### src/rtl/aes_ctrl_pkg.sv
// Shared types and constants for the triple-redundant AES sequencing controller.
package aes_ctrl_pkg;

  localparam int AES_BLOCK_W = 128;

  typedef enum logic [2:0] {
    IDLE  = 3'd0,
    RUN   = 3'd1,
    CHECK = 3'd2,
    OUT   = 3'd3,
    LOCK  = 3'd4
  } state_t;

endpackage

### src/rtl/aes_vote3.sv
// Word-level 2-of-3 voter over the three engine outputs.
module aes_vote3
  import aes_ctrl_pkg::*;
(
  input  logic [AES_BLOCK_W-1:0] c1,
  input  logic [AES_BLOCK_W-1:0] c2,
  input  logic [AES_BLOCK_W-1:0] c3,
  output logic [AES_BLOCK_W-1:0] vote_word,
  output logic                   all_agree,
  output logic                   two_agree,
  output logic                   no_agree
);

  logic eq12;
  logic eq13;
  logic eq23;

  assign eq12 = (c1 == c2);
  assign eq13 = (c1 == c3);
  assign eq23 = (c2 == c3);

  assign all_agree = eq12 & eq13;
  assign two_agree = (eq12 | eq13 | eq23) & ~all_agree;
  assign no_agree  = ~(eq12 | eq13 | eq23);

  // c1 wins whenever it is part of a majority; otherwise only c2==c3 remains.
  assign vote_word = (eq12 | eq13) ? c1 : c2;

endmodule

### src/rtl/aes_fault_ctrl.sv
// Sequencer for three lock-stepped AES engines: holds the inputs, votes the
// outputs, retries on total disagreement and locks with a sticky alarm.
module aes_fault_ctrl
  import aes_ctrl_pkg::*;
#(
  parameter int AES_LATENCY = 11,
  parameter int MAX_RETRY   = 2,
  parameter int FCNT_W      = 8
) (
  input  logic                   clk,
  input  logic                   rst,
  input  logic                   in_valid,
  output logic                   in_ready,
  input  logic [AES_BLOCK_W-1:0] in_plaintext,
  input  logic [AES_BLOCK_W-1:0] in_key,
  output logic [AES_BLOCK_W-1:0] aes_pt,
  output logic [AES_BLOCK_W-1:0] aes_key,
  input  logic [AES_BLOCK_W-1:0] c1,
  input  logic [AES_BLOCK_W-1:0] c2,
  input  logic [AES_BLOCK_W-1:0] c3,
  output logic                   out_valid,
  input  logic                   out_ready,
  output logic [AES_BLOCK_W-1:0] out_ciphertext,
  output logic                   out_corrected,
  output logic                   alarm,
  input  logic                   alarm_clr,
  output logic [FCNT_W-1:0]      fault_count
);

  localparam int CNT_W   = (AES_LATENCY > 1) ? $clog2(AES_LATENCY) : 1;
  localparam int RETRY_W = (MAX_RETRY > 0) ? $clog2(MAX_RETRY + 1) : 1;

  localparam logic [CNT_W-1:0]   CNT_LAST  = CNT_W'(AES_LATENCY - 1);
  localparam logic [RETRY_W-1:0] RETRY_MAX = RETRY_W'(MAX_RETRY);

  state_t                   state;
  logic [CNT_W-1:0]         cnt;
  logic [RETRY_W-1:0]       retry;
  logic [FCNT_W-1:0]        fault_next;
  logic [AES_BLOCK_W-1:0]   vote_word;
  logic                     all_agree;
  logic                     two_agree;
  logic                     no_agree;

  aes_vote3 u_vote (
    .c1        (c1),
    .c2        (c2),
    .c3        (c3),
    .vote_word (vote_word),
    .all_agree (all_agree),
    .two_agree (two_agree),
    .no_agree  (no_agree)
  );

  assign in_ready  = (state == IDLE);
  assign out_valid = (state == OUT);

  // Saturating increment: the counter sticks at all-ones instead of wrapping.
  assign fault_next = (&fault_count) ? fault_count : fault_count + 1'b1;

  always_ff @(posedge clk or posedge rst) begin
    if (rst) begin
      state          <= IDLE;
      cnt            <= '0;
      retry          <= '0;
      aes_pt         <= '0;
      aes_key        <= '0;
      out_ciphertext <= '0;
      out_corrected  <= 1'b0;
      alarm          <= 1'b0;
      fault_count    <= '0;
    end else begin
      case (state)
        IDLE: begin
          if (in_valid) begin
            aes_pt  <= in_plaintext;
            aes_key <= in_key;
            cnt     <= '0;
            retry   <= '0;
            state   <= RUN;
          end
        end
        RUN: begin
          if (cnt == CNT_LAST) begin
            state <= CHECK;
          end else begin
            cnt <= cnt + 1'b1;
          end
        end
        CHECK: begin
          if (!no_agree) begin
            out_ciphertext <= vote_word;
            out_corrected  <= two_agree;
            if (two_agree) begin
              fault_count <= fault_next;
            end
            state <= OUT;
          end else if (retry < RETRY_MAX) begin
            // Re-run the same held block; the engines see no input change.
            retry       <= retry + 1'b1;
            fault_count <= fault_next;
            cnt         <= '0;
            state       <= RUN;
          end else begin
            fault_count <= fault_next;
            alarm       <= 1'b1;
            state       <= LOCK;
          end
        end
        OUT: begin
          if (out_ready) begin
            state <= IDLE;
          end
        end
        LOCK: begin
          if (alarm_clr) begin
            alarm <= 1'b0;
            state <= IDLE;
          end
        end
        default: state <= IDLE;
      endcase
    end
  end

  logic unused_all_agree;
  assign unused_all_agree = all_agree;

endmodule
### config.mk
export PLATFORM = sky130hd
export DESIGN_NAME = aes_fault_ctrl
export DESIGN_NICKNAME = d
export VERILOG_FILES = /design/src/rtl/aes_ctrl_pkg.sv /design/src/rtl/aes_vote3.sv /design/src/rtl/aes_fault_ctrl.sv
export SDC_FILE = /design/constraint.sdc
export NUM_CORES = 1
export LEC_CHECK = 0
export CAP_MARGIN = 0
export CELL_PAD_IN_SITES_DETAIL_PLACEMENT = 1
export CELL_PAD_IN_SITES_GLOBAL_PLACEMENT = 1
export CORE_AREA = 8 8 401 403
export CTS_CLUSTER_DIAMETER = 100
export DETAILED_ROUTE_END_ITERATION = 7
export DIE_AREA = 0 0 409 411
export PLACE_DENSITY_LB_ADDON = 0.2
export SLEW_MARGIN = 20
export SYNTH_ARGS = -nofsm -noshare
export SYNTH_HDL_FRONTEND = slang
export SYNTH_SLANG_ARGS = --single-unit
export TNS_END_PERCENT = 20
### constraint.sdc
create_clock -name clk -period 17.54 [get_ports clk]
set_input_delay 1.754 -clock clk [delete_from_list [all_inputs] [get_ports clk]]
set_output_delay 1.754 -clock clk [all_outputs]
set_load 0.01 [all_outputs]
==> metrics, run 1 <==
Die W=409 um; Flop pwr share=31.3%; CP delay by family, top=buffers and inverters; Power Total=0.00454 W; Synth async-reset ratio=100%; Pre-Repair DR Iteration Count=5; Crit. End Element=flip-flop; synthesized area=0.0201 mm^2; initial antenna violation count=94; DR WL/cell=34.7 um; # hold bufs at CTS=0; First DRT Iteration DRCs=822; synth-to-layout area growth=74.5%; Clock Skews=24.6 ps; FP Rows=145; Detailed Route WL=170 mm; Avg Cell Area, Syn=11.5 um^2; Post-synth EDFFs=0; Max Freq=169 MHz; RSZ-0062 raised after global routing=no; Combinational Power Share=38.4%; Crit path largest cell delay=790 ps; Net Switching=0.00148 W; Cell variety after synth=39; Routability Congestion=0.887; Final Max Tran Viols=0; multi-input logic area=0.00950 mm^2; fin util=22.7%; Least-Margin Pin Slew=995 ps; period utilisation layout=33.7%; WS Path Type=in -> reg; Initial Util=13.0%; CTS tree=done; Pint=0.00306 W; hold crit path type=reg -> reg; clk buf depth=3; Clk pin slew, worst setup/hold paths=50 ps; vias in the first global route=21400; final hold vios=0; Cells after Synth=1741; register bit total from synthesis=403; Pwr Density=129 mW/mm^2; Max-Cap Viols=0; pre-CTS WS=10870 ps; drc violations=0; Sink Count=403; IO Pins=1041; sequential cell area=0.0101 mm^2; Yosys warning count=0; Net Sw Frac=32.6%; I/O Buffers=1040; die area=0.168 mm^2; Final min period=5920 ps; layout cells sized above 1=13.6%; status=completed; Setup Buffers After CTS=0; Core Box Area=0.155 mm^2; most frequent cells in the layout=1040 x clkdlybuf4s50_1, 403 x dfrtp_1, 366 x xnor2_1; ANT nets after route=0; sequential area share after synthesis=50.2%; vias=19300; post-route setup TNS=0 ps; worst path cell trace=clkdlybuf4s50_1 -> xnor2_1 -> nand4_1 -> nor4_1 -> nand4_1 -> o22a_4 -> a21oi_4 -> buf_4 -> nor2_1 -> a21oi_1; Slew headroom=33.6%; Die H=411 um; # fillers=17400; Req. time, crit path=18070 ps; largest net degree at the start of global routing=128; Detailed Place HPWL=143 mm; final setup vio count=0; NumNets Final=3430; # resized after CTS=0; clk_lat worst skew=630 ps; leakage power=13.0 nW; most common cell after layout, fill and taps aside=clkdlybuf4s50_1; H-tree Lvls=3; Top cell by count, worst path=nand4_1; DR vias/cell=3.94; Crit path buffers/inverters=2; Critical Path AT=6450 ps; slowest CP cell=xnor2_1; TritonCTS buffer count=66; Synth Flop Type=dfrtp_1; maximum VDD drop=78.2 uV; Tot GR Track Use=19.4%; Syn Nets=2389; Worst Setup Slack, final=11620 ps; first-pass GRT wire length=220 mm; CTS Root Cell=clkbuf_16; Overflow after GRT=0; Clock power frac=30.3%; startpoint type of the worst setup path=input port; CP max FO=65
==> power groups by stage <==
| stage | registers [W] | logic [W] | clock network (W) |
|---|---|---|---|
| floorplan | 0.00155 | 0.000480 | 0 |
| global placement | 0.00142 | 0.00178 | 0 |
| detailed placement | 0.00143 | 0.00177 | 0 |
| CTS | 0.00143 | 0.00178 | 0.00144 |
| global route | 0.00147 | 0.00186 | 0.00146 |
| finish | 0.00142 | 0.00174 | 0.00138 |
==> final cells by class <==
type	instances	area share [%]
Inverter	14	0.171
Clock inverter	18	0.835
Tap cell	2058	7.35
Multi-Input combinational cell	1235	27.1
Antenna cell	17	0.121
Clock buffer	97	5.44
Sequential cell	403	28.8
Timing Repair Buffer	1062	30.2
==> metal layers <==
| layer | global-route usage (%) | part of all wire (%) |
|---|---|---|
| met1 | 19.7 | 35 |
| met2 | 36.6 | 53 |
| met4 | 5.60 | 3.5 |
| met5 | 0 | 0.11 |
| met3 | 7.66 | 8.9 |
==> per-stage QoR <==
step	hold slack, ps	instances	area [um^2]
5_1_grt	516	4891	35000
3_3_place_gp	485	4772	32800
4_1_cts	503	4887	35000
2_1_floorplan	497	1741	20100
6_report	504	4904	35100
3_5_place_dp	490	4772	32800
==> state kept, by name, summed over array words and instances, names as in the netlist <==
signal and flops:
aes_key 128, aes_pt 128, alarm 1, cnt 4
fault_count 8, out_ciphertext 128, out_corrected 1, retry 2
state 3
==> final timing paths <==
path	slack, ps	from	cells after the start	to
max in group asynchronous	13750	rst	4	aes_pt[78]
hold reg to reg	500	aes_pt[39]	1	aes_pt[39]
hold / removal	500	aes_pt[39]	1	aes_pt[39]
min in group asynchronous	1680	rst	2	aes_key[4]
setup / recovery	11620	c1[93]	10	out_ciphertext[123]
setup reg to reg	13820	state[1]	5	aes_pt[46]
==> cell usage after synthesis, types with 2 or more instances <==
cell | instances | area (um^2)
nor3_1 | 5 | 25.0
nor4_1 | 29 | 181
clkbuf_1 | 54 | 203
and3_1 | 2 | 12.5
dfrtp_1 | 403 | 10100
o211ai_1 | 2 | 15.0
o21ai_0 | 8 | 40.0
a22o_1 | 4 | 35.0
o221ai_1 | 2 | 17.5
ha_1 | 3 | 37.5
nand2_1 | 10 | 37.5
o2bb2ai_1 | 2 | 17.5
nand3_1 | 8 | 40.0
nor2_1 | 141 | 529
buf_4 | 14 | 105
xnor2_1 | 366 | 3210
buf_1 | 7 | 26.3
nand2b_1 | 7 | 43.8
o22ai_1 | 132 | 826
nand4_1 | 98 | 613
buf_6 | 13 | 146
a21oi_1 | 131 | 656
inv_1 | 14 | 52.6
xor2_1 | 15 | 131
mux2_2 | 257 | 2890
==> cell families (layout without fill, tap and decap cells) <==
logic type / Yosys count / count (layout) / synth area share [%]
multiplexers: 258 / 258 / 14.5
AO/OA/AOI/OAI: 289 / 289 / 8.34
flip-flops: 403 / 403 / 50.2
adder cells (fa/ha/maj): 3 / 3 / 0.187
XOR/XNOR: 381 / 381 / 16.6
other: 0 / 17 / 0
buffers and inverters: 103 / 1191 / 2.68
AND/OR/NAND/NOR: 304 / 304 / 7.55
Power figures use the tool's default switching activity.
==> inputs of run 2 (changes only) <==
==> constraint.sdc (replaced) <==
create_clock -name clk -period 6.2 [get_ports clk]
set_input_delay 0.62 -clock clk [delete_from_list [all_inputs] [get_ports clk]]
set_output_delay 0.62 -clock clk [all_outputs]
set_load 0.01 [all_outputs]
==> metrics, run 2 (synthesis gave the netlist of run 1 again) <==
final setup vio count=0; Core Box Area=0.155 mm^2; Sink Count=403; Pwr Density=361 mW/mm^2; Register-to-Register Path Depth=4; Clk pin slew, worst setup/hold paths=60 ps; # hold bufs at CTS=0; first-pass GRT wire length=216 mm; hold crit path type=in -> async; Routability Congestion=0.883; drc violations=0; Crit. End Element=flip-flop; synth-to-layout area growth=75.1%; Detailed Route WL=166 mm; Req. time, crit path=6760 ps; leakage power=13.0 nW; # fillers=17500; Least-Margin Pin Slew=1110 ps; vias=19300; Max-Cap Viols=0; First DRT Iteration DRCs=985; most common cell after layout, fill and taps aside=clkdlybuf4s50_1; layout cells sized above 1=14.0%; Die W=409 um; Critical Path AT=4910 ps; DR WL/cell=33.8 um; vias in the first global route=21500; Slew headroom=25.3%; clk buf depth=3; I/O Buffers=1040; Max Used Layer=met5; Max Freq=230 MHz; sequential cell area=0.0101 mm^2; WL met3=14.2 mm; Worst Setup Slack, final=1850 ps; met2 wire len=87.1 mm; period utilisation layout=70.2%; startpoint type of the worst setup path=input port; Final Max Tran Viols=0; Final min period=4350 ps; final hold vios=0; ANT nets after route=0; Top Registers=aes_key: 128 flops, aes_pt: 128 flops, out_ciphertext: 128 flops; Clock Skews=17.8 ps; Power Total=0.0127 W; clk_lat worst skew=670 ps; Overflow after GRT=0; die area=0.168 mm^2; Detailed Place HPWL=139 mm; Pre-Repair DR Iteration Count=5; NumNets Final=3430; CTS tree=done; pre-CTS WS=1160 ps; # resized after CTS=0; status=completed; multi-input logic area=0.00952 mm^2; Setup Buffers After CTS=0; post-route setup TNS=0 ps; FP Rows=145; IO Pins=1041; Die H=411 um; H-tree Lvls=2; CP max FO=44; WS Path Type=in -> reg; DR vias/cell=3.93; TritonCTS buffer count=59; Tot GR Track Use=18.9%; largest net degree at the start of global routing=131; CTS Root Cell=clkbuf_16; Metal-1 WL=58.9 mm; RSZ-0062 raised after global routing=no; Initial Util=13.0%; most frequent cells in the layout=1040 x clkdlybuf4s50_1, 403 x dfrtp_1, 365 x xnor2_1; maximum VDD drop=230 uV; initial antenna violation count=78
==> run 2: changes by cell type in the layout (fill, tap and decap cells not counted), sizes merged <==
cell / change
buf: +7
clkinvlp: -1
bufinv: +1
inv: -6
clkinv: +7
diode: +3
clkbuf: -6
==> run 2: layout make-up <==
cell class              instances  share of cell area, %
clock inverters                19                  0.900
multi-input cells            1235                   27.0
repair buffers               1069                   30.6
flip-flops and latches        403                   28.7
inverters                      14                  0.160
clock buffers                  91                   5.17
diodes                         20                  0.142
well taps                    2058                   7.32
==> run 2: report_power, final <==
part           total [W]  internal (W)  switching [W]
clock            0.00376       0.00230        0.00146
sequential       0.00402       0.00352       0.000501
combinational    0.00491       0.00275        0.00216
total             0.0127       0.00857        0.00412
==> run 2: stage by stage <==
step / area (um^2) / hold slack, ps / std cells / util, %
6_report: 35200 / 378 / 4909 / 22.7
5_1_grt: 35100 / 366 / 4895 / 22.7
4_1_cts: 35100 / 341 / 4889 / 22.7
3_5_place_dp: 33000 / 494 / 4779 / 21.3
3_3_place_gp: 33000 / 486 / 4779 / 21.3
2_1_floorplan: 20100 / 497 / 1741 / -
==> run 2: worst max-delay path: stages <==
cell and delay (ps):
clkdlybuf4s50_1 520, xnor2_1 840, nand4_1 460, nor4_1 540, nand4_1 330, o22ai_1 290
or2_4 560, buf_12 320, o22ai_1 150, a21oi_1 190
==> run 2: worst paths after layout <==
kind / start / to / slack [ps]
worst max-delay path: c2[93] / out_ciphertext[61] / 1850
worst min-delay path: rst / aes_key[65] / 380
worst max register to register: state[1] / aes_key[60] / 3350
worst min register to register: fault_count[5] / fault_count[5] / 500
max in group asynchronous: rst / out_ciphertext[107] / 4590
min in group clk: fault_count[5] / fault_count[5] / 500
==> run 2: per-layer routing <==
layer	track usage, %	vias to the layer above
li1	-	8329
met1	19.7	9830
met2	35.5	863
met3	6.74	240
met4	5.10	20
met5	0	-
